===== src/rtl/sram_fifo_ctrl.sv =====
// -----------------------------------------------------------------------------
// sram_fifo_ctrl
//
// Single-clock FIFO controller that turns a dual-port SRAM (write port A,
// registered read port B) into a valid/ready stream buffer. The SRAM holds up
// to 2^AWIDTH words. A 2-entry output buffer hides the SRAM's 1-cycle read
// latency, so the stream sustains one word per cycle. Total storage is
// 2^AWIDTH + 2 words.
//
// Handshakes: a word moves on a port only in a cycle where both valid and
// ready are high at the rising edge of CLK. WR_READY never depends on
// WR_VALID. RD_VALID/RD_DATA stay stable while RD_VALID=1 and RD_READY=0.
//
// Optional feature (macro SRAM_FIFO_STATUS_EN):
//   LEVEL    out [AWIDTH+1:0]  registered occupancy (SRAM + buffer + in-flight)
//   OVERFLOW out 1             sticky, set on WR_VALID while WR_READY=0
//   CLR_ERR  in  1             synchronous clear of OVERFLOW (set wins)
//
// Ports:
//   CLK, RST            clock (rising edge), async active-high reset
//   FLUSH               synchronous clear of all contents
//   WR_VALID/READY/DATA push stream
//   RD_VALID/READY/DATA pop stream, RD_DATA registered
//   SRAM_ENA/WEA/ADDRA/DINA   SRAM port A (write), combinational
//   SRAM_ENB/ADDRB            SRAM port B (read request), combinational
//   SRAM_DOUTB                SRAM port B registered read data
// -----------------------------------------------------------------------------
module sram_fifo_ctrl #(
    parameter int DWIDTH = 32,
    parameter int AWIDTH = 5
) (
    input  logic              CLK,
    input  logic              RST,
    input  logic              FLUSH,
    input  logic              WR_VALID,
    output logic              WR_READY,
    input  logic [DWIDTH-1:0] WR_DATA,
    output logic              RD_VALID,
    input  logic              RD_READY,
    output logic [DWIDTH-1:0] RD_DATA,
    output logic              SRAM_ENA,
    output logic              SRAM_WEA,
    output logic [AWIDTH-1:0] SRAM_ADDRA,
    output logic [DWIDTH-1:0] SRAM_DINA,
    output logic              SRAM_ENB,
    output logic [AWIDTH-1:0] SRAM_ADDRB,
    input  logic [DWIDTH-1:0] SRAM_DOUTB
`ifdef SRAM_FIFO_STATUS_EN
    ,
    output logic [AWIDTH+1:0] LEVEL,
    output logic              OVERFLOW,
    input  logic              CLR_ERR
`endif
);

    localparam logic [AWIDTH:0] DEPTH   = {1'b1, {AWIDTH{1'b0}}};
    localparam logic [AWIDTH:0] PTR_ONE = {{AWIDTH{1'b0}}, 1'b1};

    // Pointers carry one extra wrap bit so full and empty are distinguishable.
    logic [AWIDTH:0]   wptr_q, wptr_d;
    logic [AWIDTH:0]   rptr_q, rptr_d;
    logic [1:0]        out_cnt_q, out_cnt_d;
    logic              inflight_q, inflight_d;
    logic [DWIDTH-1:0] slot0_q, slot0_d;
    logic [DWIDTH-1:0] slot1_q, slot1_d;

    logic [AWIDTH:0]   mem_cnt;
    logic              mem_full;
    logic              mem_empty;
    logic              wr_ready;
    logic              push;
    logic              pop;
    logic              fetch;
    logic [2:0]        buf_need;

    // Occupancy uses registered pointers only, so a same-cycle push is never
    // visible to fetch and the two ports never touch the same location.
    assign mem_cnt   = wptr_q - rptr_q;
    assign mem_full  = (mem_cnt == DEPTH);
    assign mem_empty = (mem_cnt == '0);

    assign wr_ready  = !mem_full && !FLUSH && !RST;
    assign push      = WR_VALID && wr_ready;
    assign pop       = (out_cnt_q != 2'd0) && RD_READY;

    // Buffer slots that will be committed after this edge, counting the read
    // already in flight. Fetch only if a slot remains for the new read.
    assign buf_need  = {1'b0, out_cnt_q} + {2'b00, inflight_q} - {2'b00, pop};
    assign fetch     = !mem_empty && (buf_need < 3'd2) && !RST;

    always_comb begin
        wptr_d     = wptr_q;
        rptr_d     = rptr_q;
        out_cnt_d  = out_cnt_q;
        inflight_d = inflight_q;
        slot0_d    = slot0_q;
        slot1_d    = slot1_q;
        if (FLUSH) begin
            wptr_d     = '0;
            rptr_d     = '0;
            out_cnt_d  = 2'd0;
            inflight_d = 1'b0;
            slot0_d    = '0;
            slot1_d    = '0;
        end else begin
            if (push) begin
                wptr_d = wptr_q + PTR_ONE;
            end
            if (fetch) begin
                rptr_d = rptr_q + PTR_ONE;
            end
            inflight_d = fetch;
            out_cnt_d  = out_cnt_q + {1'b0, inflight_q} - {1'b0, pop};
            if (pop) begin
                slot0_d = slot1_q;
            end
            // Returning read lands in the first slot not holding a live word
            // after this cycle's pop.
            if (inflight_q) begin
                if ((out_cnt_q == 2'd0) || ((out_cnt_q == 2'd1) && pop)) begin
                    slot0_d = SRAM_DOUTB;
                end else begin
                    slot1_d = SRAM_DOUTB;
                end
            end
        end
    end

    always_ff @(posedge CLK or posedge RST) begin
        if (RST) begin
            wptr_q     <= '0;
            rptr_q     <= '0;
            out_cnt_q  <= 2'd0;
            inflight_q <= 1'b0;
            slot0_q    <= '0;
            slot1_q    <= '0;
        end else begin
            wptr_q     <= wptr_d;
            rptr_q     <= rptr_d;
            out_cnt_q  <= out_cnt_d;
            inflight_q <= inflight_d;
            slot0_q    <= slot0_d;
            slot1_q    <= slot1_d;
        end
    end

    assign WR_READY   = wr_ready;
    assign RD_VALID   = (out_cnt_q != 2'd0);
    assign RD_DATA    = slot0_q;
    assign SRAM_ENA   = push;
    assign SRAM_WEA   = push;
    assign SRAM_ADDRA = wptr_q[AWIDTH-1:0];
    assign SRAM_DINA  = RST ? '0 : WR_DATA;
    assign SRAM_ENB   = fetch;
    assign SRAM_ADDRB = rptr_q[AWIDTH-1:0];

`ifdef SRAM_FIFO_STATUS_EN
    logic [AWIDTH+1:0] level_q, level_d;
    logic              overflow_q, overflow_d;
    logic [AWIDTH:0]   mem_cnt_d;

    // Level tracks the state being committed at this edge, so it agrees with
    // the pointers and buffer in the same cycle.
    assign mem_cnt_d = wptr_d - rptr_d;

    always_comb begin
        level_d    = {1'b0, mem_cnt_d}
                   + {{AWIDTH{1'b0}}, out_cnt_d}
                   + {{(AWIDTH + 1){1'b0}}, inflight_d};
        overflow_d = overflow_q;
        if (CLR_ERR) begin
            overflow_d = 1'b0;
        end
        if (WR_VALID && !wr_ready && !FLUSH) begin
            overflow_d = 1'b1;
        end
    end

    always_ff @(posedge CLK or posedge RST) begin
        if (RST) begin
            level_q    <= '0;
            overflow_q <= 1'b0;
        end else begin
            level_q    <= level_d;
            overflow_q <= overflow_d;
        end
    end

    assign LEVEL    = level_q;
    assign OVERFLOW = overflow_q;
`endif

endmodule


===== config.mk =====
export PLATFORM = sky130hd
export DESIGN_NAME = sram_fifo_ctrl
export DESIGN_NICKNAME = d
export VERILOG_FILES = /design/src/rtl/sram_fifo_ctrl.sv
export SDC_FILE = /design/constraint.sdc
export NUM_CORES = 1
export LEC_CHECK = 0
export CAP_MARGIN = 20
export CORE_MARGIN = 5
export CORE_UTILIZATION = 25
export CTS_CLUSTER_DIAMETER = 40
export DETAILED_ROUTE_END_ITERATION = 8
export GPL_TIMING_DRIVEN = 0
export SLEW_MARGIN = 20
export SYNTH_ARGS = -nofsm -noshare
export SYNTH_HDL_FRONTEND = slang
export SYNTH_SLANG_ARGS = --single-unit

===== constraint.sdc =====
create_clock -name CLK -period 6.7 [get_ports CLK]
set_input_delay 1.34 -clock CLK [delete_from_list [all_inputs] [get_ports CLK]]
set_output_delay 1.34 -clock CLK [all_outputs]
set_load 0.005 [all_outputs]

==> metrics.csv, run 1 <==
stage,metric,value,unit
run_status,status,"finished, final reports clean",
min_path,min_from,slot1_q[13],
grt,grtUsageMet1,15.97,%
timing,setup_viol,0,
timing,post-route-period-util,90.64,%
routing,routed_wl,13180,µm
timing,fin_crit,6.073,ns
routing,final_antenna_net_count,0,
layout,final_cell_mix,"clkdlybuf4s50_1 (146), dfrtp_1 (79), nand2_1 (71)",
floorplanning,ioPinCount,148,
clock_tree,postCtsHoldBufs,0,
worst_setup_path,cp_data_required_time,5.36,ns
worst_setup_path,worstPathCellList,clkdlybuf4s50_1 -> nand2_1 -> buf_2 -> inv_1 -> ha_1 -> inv_1 -> ha_1 -> inv_1 -> fa_1 -> xnor2_1 -> and3_1 -> a31oi_2 -> nand2_1 -> clkdlybuf4s50_1,
clock_tree,cts_tree,yes,
synthesis,ys_warn_count,0,
floorplanning,fp-row-count,47,
worst_setup_path,slowest_delay,0.48,ns
clock_tree,postCtsSetupBuffers,0,
job,maxCapViolations,0,
timing,whs,0.5200,ns
worst_setup_path,crit_type,primary input to output port,
synthesis,synth_cell_types,41,
grt,grt_max_degree,44,
floorplanning,die_height,140.5,µm
power_and_ir_drop,leakage,2.754,nW
synthesis,ys_ff_latch,79,
synthesis,synth_top_area_share,46.46,%
timing,hold_viol,0,
clock_tree,clockBufferDepth,2,
timing,grt_setup_unrepaired,false,
layout,drive_gt1_share,7.508,%
floorplanning,fp.coreArea,16640,µm²
timing,worst_pin_slew,0.6385,ns
synthesis,synth.net_count,542,
synthesis,ys_dominant_reg_cell,dfrtp_1,
power_and_ir_drop,ir_drop,106.0,µV
floorplanning,initial_core_util,25.57,%
timing,final_max_slew_viol_count,0,
worst_setup_path,timing.rr.start,out_cnt_q[1],
layout,final_common_cell,clkdlybuf4s50_1,
routing,avgViaCountPerCell,4.593,
floorplanning,die-area,19730,µm²
clock_tree,cts_sinks,79,
timing,fin_worst_skew,0.009194,ns
synthesis,synth_edf_count,0,
grt,grt_pass1_vias,4094,
floorplanning,dieWidth,140.5,µm
clock_tree,numCtsBuffers,9,
clock_tree,cts-root-buf,clkbuf_16,
layout,area_growth,48.63,%
grt,grt_overflow,0,
grt,grt_util_met2,23.06,%
synthesis,syn_avg_cell_area,9.191,µm²
synthesis,synth_area_leader_cell,dfrtp_1,
routing,first_pass_iters,4,
worst_setup_path,crit_family,buffers and inverters,
clock_tree,cts.clk_slew.worst_paths,0.06,ns
synthesis,syn_area,4255,µm²
layout,nets,700,
worst_setup_path,start_kind,primary input,
routing,drc_errors,0,
worst_setup_path,critPathSlowestCell,clkdlybuf4s50_1,
synthesis,syn_inst,463,
min_path,min_path_type,flop to flop,
grt,use_met3,3.783,%
grt,antenna_found_initial,2,
worst_setup_path,crit_path_end_kind,output port,
placement,io_buffers,146,
synthesis,seq_area_frac_synth,46.46,%
placement,gp_congestion,0.8306,
worst_setup_path,cp-startpoint,RD_READY,
timing,setup_slack,0.6271,ns
synthesis,synthTopCellsByArea,"dfrtp_1 (46%), mux2i_1 (7.5%), nand2_1 (6.3%), nor2b_1 (5.7%), a211oi_1 (5.6%)",
placement,dp_hpwl,9831,µm
clock_tree,h-tree-depth,3,
placement,place_ws,0.6205,ns
clock_tree,clkLatencyLatePin,0.34,ns
clock_tree,cts_resized,0,
worst_setup_path,cp.arrival,4.73,ns
worst_setup_path,critPathBufInv,6,
routing,first_iter_violations,164,
routing,wl_per_cell,15.56,µm
timing,fmax,164.7,MHz
grt,busiest_layer,met2,
power_and_ir_drop,powerDensity,289.1,nW/µm²
worst_setup_path,path_max_fanout,10,
synthesis,async_reset_ff_share,100.0,%
grt,track_usage,13.37,%
routing,dr_total_vias,3890,
timing,maxSlewHeadroom,57.43,%
grt,grt_pass1_wl,21520,µm
worst_setup_path,worst_path_most_repeated_cell,inv_1,
==> sequential cells by signal, indices dropped and copies added, names as in the netlist <==
register    flops
RD_DATA        32
slot1_q        32
rptr_q          6
wptr_q          6
out_cnt_q       2
inflight_q      1
==> cell type report <==
class	instances	area, µm²
Tap cell	220	275.3
Buffer	40	202.7
Clock inverter	6	68.82
Fill cell	1638	10320
Inverter	11	43.79
Sequential cell	79	1977
Clock buffer	10	239.0
Multi-Input combinational cell	333	2034
Antenna cell	1	2.502
Timing Repair Buffer	147	1481
==> Yosys cell counts (6+ instances only) <==
library cell	count
buf_4	11
buf_1	6
nor2b_1	39
inv_1	11
mux2i_1	32
ha_1	9
clkbuf_1	19
nand3_1	8
a21oi_1	47
nand2_1	71
dfrtp_1	79
nor2_1	47
a211oi_1	32
==> worst register-to-register path, stage by stage, from the launching register on <==
cell and delay, ns:
dfrtp_1 0.43, or2_2 0.33, nand2_1 0.26, buf_2 0.36
inv_1 0.08, ha_1 0.27, inv_1 0.06, ha_1 0.13
inv_1 0.04, fa_1 0.37, xnor2_1 0.15, and3_1 0.23
a31oi_2 0.43, a21oi_1 0.16, mux2_1 0.33
==> cells by family after synthesis <==
| family | share of synthesized area [%] |
|---|---|
| AO/OA/AOI/OAI | 14.88 |
| multiplexers | 9.644 |
| AND/OR/NAND/NOR | 19.55 |
| flip-flops | 46.46 |
| buffers and inverters | 5.734 |
| XOR/XNOR | 0.6176 |
| adder cells (fa/ha/maj) | 3.117 |
==> stage by stage <==
step	cells	power [mW]	TNS (ns)	utilization, %	cell area, µm²
finish	847	1.829	0	38.00	6325
global route	847	1.943	0	38.00	6325
CTS	846	1.852	0	37.99	6322
detailed placement	830	1.339	0	36.14	6015
global placement	829	1.319	-1.753	36.00	5992
floorplan	463	0.9891	0	-	4255
==> report_power, final <==
| group | internal [mW] | switching [mW] | leakage [nW] |
|---|---|---|---|
| registers | 0.561 | 0.0645 | 1.09 |
| clock network | 0.301 | 0.202 | 0.149 |
| logic | 0.371 | 0.329 | 1.51 |
==> path summary, 6_finish.rpt <==
path | slack, ns | end | depth (start not counted)
max in group asynchronous | 4.52 | slot1_q[14] | 3
min in group asynchronous | 1.55 | wptr_q[0] | 2
worst min register to register | 0.52 | slot1_q[13] | 2
worst min-delay path | 0.52 | slot1_q[13] | 2
worst max register to register | 2.99 | rptr_q[4] | 14
worst max-delay path | 0.63 | SRAM_ENB | 14
==> metal layers <==
layer,wire length (µm),up-vias
met5,13,-
met2,6534,115
li1,-,1886
met3,901,22
met1,5475,1865
met4,254,2
Note: power is estimated with default switching activity, not from simulation.
==> run 2: changes to the inputs <==
--- a/config.mk
+++ b/config.mk
@@ -6,11 +6,12 @@
 export NUM_CORES = 1
 export LEC_CHECK = 0
 export CAP_MARGIN = 20
-export CORE_MARGIN = 5
+export CORE_MARGIN = 4
 export CORE_UTILIZATION = 25
 export CTS_CLUSTER_DIAMETER = 40
 export DETAILED_ROUTE_END_ITERATION = 8
 export GPL_TIMING_DRIVEN = 0
+export PLACE_DENSITY_LB_ADDON = 0.3
 export SLEW_MARGIN = 20
 export SYNTH_ARGS = -nofsm -noshare
 export SYNTH_HDL_FRONTEND = slang
==> constraint.sdc (replaced) <==
create_clock -name CLK -period 6.2 [get_ports CLK]
set_input_delay 1.24 -clock CLK [delete_from_list [all_inputs] [get_ports CLK]]
set_output_delay 1.24 -clock CLK [all_outputs]
set_load 0.005 [all_outputs]
==> run 2 against run 1 <==
- wire length shrank 1.8%
- first-iteration DRC count up 54%
- clock power is 4.6% higher
- design area down 0.32%
- clock skew shrank 0.0031 ns
- worst setup slack lost 0.32 ns
- hold slack is essentially flat
- non-clock buffer count stayed put
- via count down 0.87%
- critical endpoint unchanged
==> metrics.csv, run 2 (synthesis gave the netlist of run 1 again) <==
stage,metric,value,unit,change
run_status,status,"finished, final reports clean",,
worst_setup_path,crit_type,primary input to output port,,
layout,diodes,0,,-1
clock_tree,postCtsHoldBufs,0,,unchanged
power_and_ir_drop,p_total,1.956,mW,+7.0%
grt,grt_pass1_wl,21130,µm,-1.8%
floorplanning,die_height,138.5,µm,-1.4%
clock_tree,cts_tree,yes,,
floorplanning,die-area,19170,µm²,-2.8%
grt,antenna_found_initial,0,,-2
layout,area_growth,48.16,%,
clock_tree,clkLatencyLatePin,0.34,ns,about the same
routing,dr_total_vias,3856,,-0.87%
layout,drive_gt1_share,7.348,%,-0.16 points
timing,setup_slack,0.3022,ns,-0.3248 ns
layout,n_fill_cell,1668,,+1.8%
worst_setup_path,critPathSlowestCell,clkdlybuf4s50_1,,
job,maxCapViolations,0,,unchanged
worst_setup_path,reg2reg_slack,2.43,ns,-0.56 ns
placement,io_buffers,146,,unchanged
layout,final_area,6305,µm²,-0.32%
power_and_ir_drop,leakage,2.747,nW,-0.25%
routing,drc_errors,0,,unchanged
timing,hold_viol,0,,unchanged
routing,final_antenna_net_count,0,,unchanged
floorplanning,dieWidth,138.5,µm,-1.4%
timing,grt_setup_unrepaired,false,,
floorplanning,fp.coreArea,16640,µm²,unchanged
timing,fin_worst_skew,0.006125,ns,-0.003069 ns
placement,gp_congestion,0.7987,,-3.8%
worst_setup_path,worst_path_most_repeated_cell,inv_1,,
routing,wl_per_cell,15.30,µm,-1.6%
power_and_ir_drop,switching_power,636.8,µW,+6.9%
routing,first_pass_iters,4,,unchanged
power_and_ir_drop,internal-power,1.319,mW,+7.0%
power_and_ir_drop,powerDensity,310.2,nW/µm²,+7.3%
timing,worst_pin_slew,0.6196,ns,-0.01893 ns
timing,fmax,169.6,MHz,
layout,nets,700,,unchanged
worst_setup_path,path_max_fanout,10,,unchanged
timing,setup_tns,0,ns,unchanged
worst_setup_path,cp.arrival,4.66,ns,-0.07 ns
clock_tree,cts-root-buf,clkbuf_16,,
routing,routed_wl,12950,µm,-1.8%
clock_tree,numCtsBuffers,9,,unchanged
clock_tree,h-tree-depth,3,,unchanged
power_and_ir_drop,comb_power_share,38.5,%,+0.2 points
clock_tree,cts_sinks,79,,unchanged
routing,avgViaCountPerCell,4.558,,-0.76%
floorplanning,ioPinCount,148,,unchanged
placement,place_ws,0.2767,ns,-0.3439 ns
min_path,min_path_type,flop to flop,,
floorplanning,fp-row-count,47,,unchanged
layout,final_cell_mix,"clkdlybuf4s50_1 (146), dfrtp_1 (79), nand2_1 (71)",,
grt,grt_overflow,0,,unchanged
worst_setup_path,start_kind,primary input,,
clock_tree,cts.clk_slew.worst_paths,0.06,ns,about the same
timing,setup_viol,0,,unchanged
power_and_ir_drop,p_seq_share,34.6,%,+0.4 points
power_and_ir_drop,clkPwrFrac,26.9,%,-0.6 points
timing,post-route-period-util,95.13,%,
worst_setup_path,slowest_delay,0.48,ns,about the same
grt,track_usage,13.58,%,+0.20 points
power_and_ir_drop,ir_drop,136.4,µV,+29%
routing,first_iter_violations,253,,+54%
clock_tree,clockBufferDepth,2,,unchanged
timing,fin_crit,5.898,ns,
layout,final_common_cell,clkdlybuf4s50_1,,
clock_tree,cts_resized,0,,unchanged
grt,grt_pass1_vias,4156,,+1.5%
placement,place_area,6015,µm²,unchanged
worst_setup_path,cp_data_required_time,4.96,ns,-0.40 ns
worst_setup_path,worstPathCellList,clkdlybuf4s50_1 -> nand2_1 -> buf_2 -> inv_1 -> ha_1 -> inv_1 -> ha_1 -> inv_1 -> fa_1 -> xnor2_1 -> and3_1 -> a31oi_2 -> nand2_1 -> clkdlybuf4s50_1,,
timing,final_max_slew_viol_count,0,,unchanged
grt,grt_max_degree,43,,-2.3%
clock_tree,postCtsSetupBuffers,0,,unchanged
placement,dp_hpwl,9613,µm,-2.2%
floorplanning,initial_core_util,25.57,%,unchanged
timing,maxSlewHeadroom,58.70,%,+1.3 points
worst_setup_path,crit_path_end_kind,output port,,
power_and_ir_drop,swShare,32.56,%,about the same
[run 2: changes by cell type in the layout (fill, tap and decap cells not counted)]
cell      change
clkinv_2      +2
diode_2       -1
inv_6         -1
clkbuf_1      +1
clkbuf_8      -1
clkinv_4      -1
[run 2: power by group through the flow]
| stage | clock, mW | combinational [mW] | sequential (mW) |
|---|---|---|---|
| 5_1_grt | 0.564 | 0.837 | 0.690 |
| 4_1_cts | 0.541 | 0.765 | 0.679 |
| 6_report | 0.526 | 0.754 | 0.677 |
| 3_3_place_gp | 0 | 0.744 | 0.685 |
| 3_5_place_dp | 0 | 0.758 | 0.686 |
| 2_1_floorplan | 0 | 0.396 | 0.673 |
[run 2: stage by stage]
step	hold slack [ns]	util (%)	cells
floorplan	0.5006	-	463
global placement	0.5086	36.00	829
detailed placement	0.5154	36.14	830
CTS	0.5238	37.88	846
global route	0.5464	37.88	846
finish	0.5203	37.88	846
[run 2: path summary, 6_finish.rpt]
| check | from | endpoint | cells past startpoint |
|---|---|---|---|
| setup / recovery | RD_READY | SRAM_ENB | 14 |
| hold / removal | slot1_q[4] | slot1_q[4] | 2 |
| setup reg to reg | out_cnt_q[1] | rptr_q[4] | 14 |
| hold reg to reg | slot1_q[4] | slot1_q[4] | 2 |
| max in group asynchronous | RST | RD_DATA[13] | 3 |
| min in group asynchronous | RST | rptr_q[3] | 2 |
[run 2: area by class of cell]
cell class                 instances  area [µm²]  area share (%)
tap                              220       275.3           4.366
multi-input combinational        333        2034           32.27
buffer                            40       202.7           3.215
clock inverter                     6       61.31          0.9724
sequential                        79        1977           31.36
inverter                          11       43.79          0.6946
clock buffer                      10       229.0           3.632
timing repair buffer             147        1481           23.50
[run 2: layer usage]
layer  vias to the layer above  share of wire [%]  GRT usage (%)
li1                       1886                  -              -
met1                      1824                 43          16.32
met2                       134                 48          22.64
met3                        12                7.8          5.110
met4                         0                1.1          4.212
met5                         -                  0              0
[run 2: critical path, delay by kind of cell]
family | cells | cell delay [ns]
AO/OA/AOI/OAI | 1 | 0.43
AND/OR/NAND/NOR | 3 | 0.60
buffers and inverters | 6 | 1.46
XOR/XNOR | 1 | 0.15
adder cells (fa/ha/maj) | 3 | 0.79
==> run 3: changes to the inputs <==
--- a/config.mk
+++ b/config.mk
@@ -9,6 +9,7 @@
 export CORE_MARGIN = 4
 export CORE_UTILIZATION = 25
 export CTS_CLUSTER_DIAMETER = 40
+export CTS_CLUSTER_SIZE = 20
 export DETAILED_ROUTE_END_ITERATION = 8
 export GPL_TIMING_DRIVEN = 0
 export PLACE_DENSITY_LB_ADDON = 0.3
==> results of run 3 <==
Same layout as run 2: the final DEF is identical, and so are final timing and power.
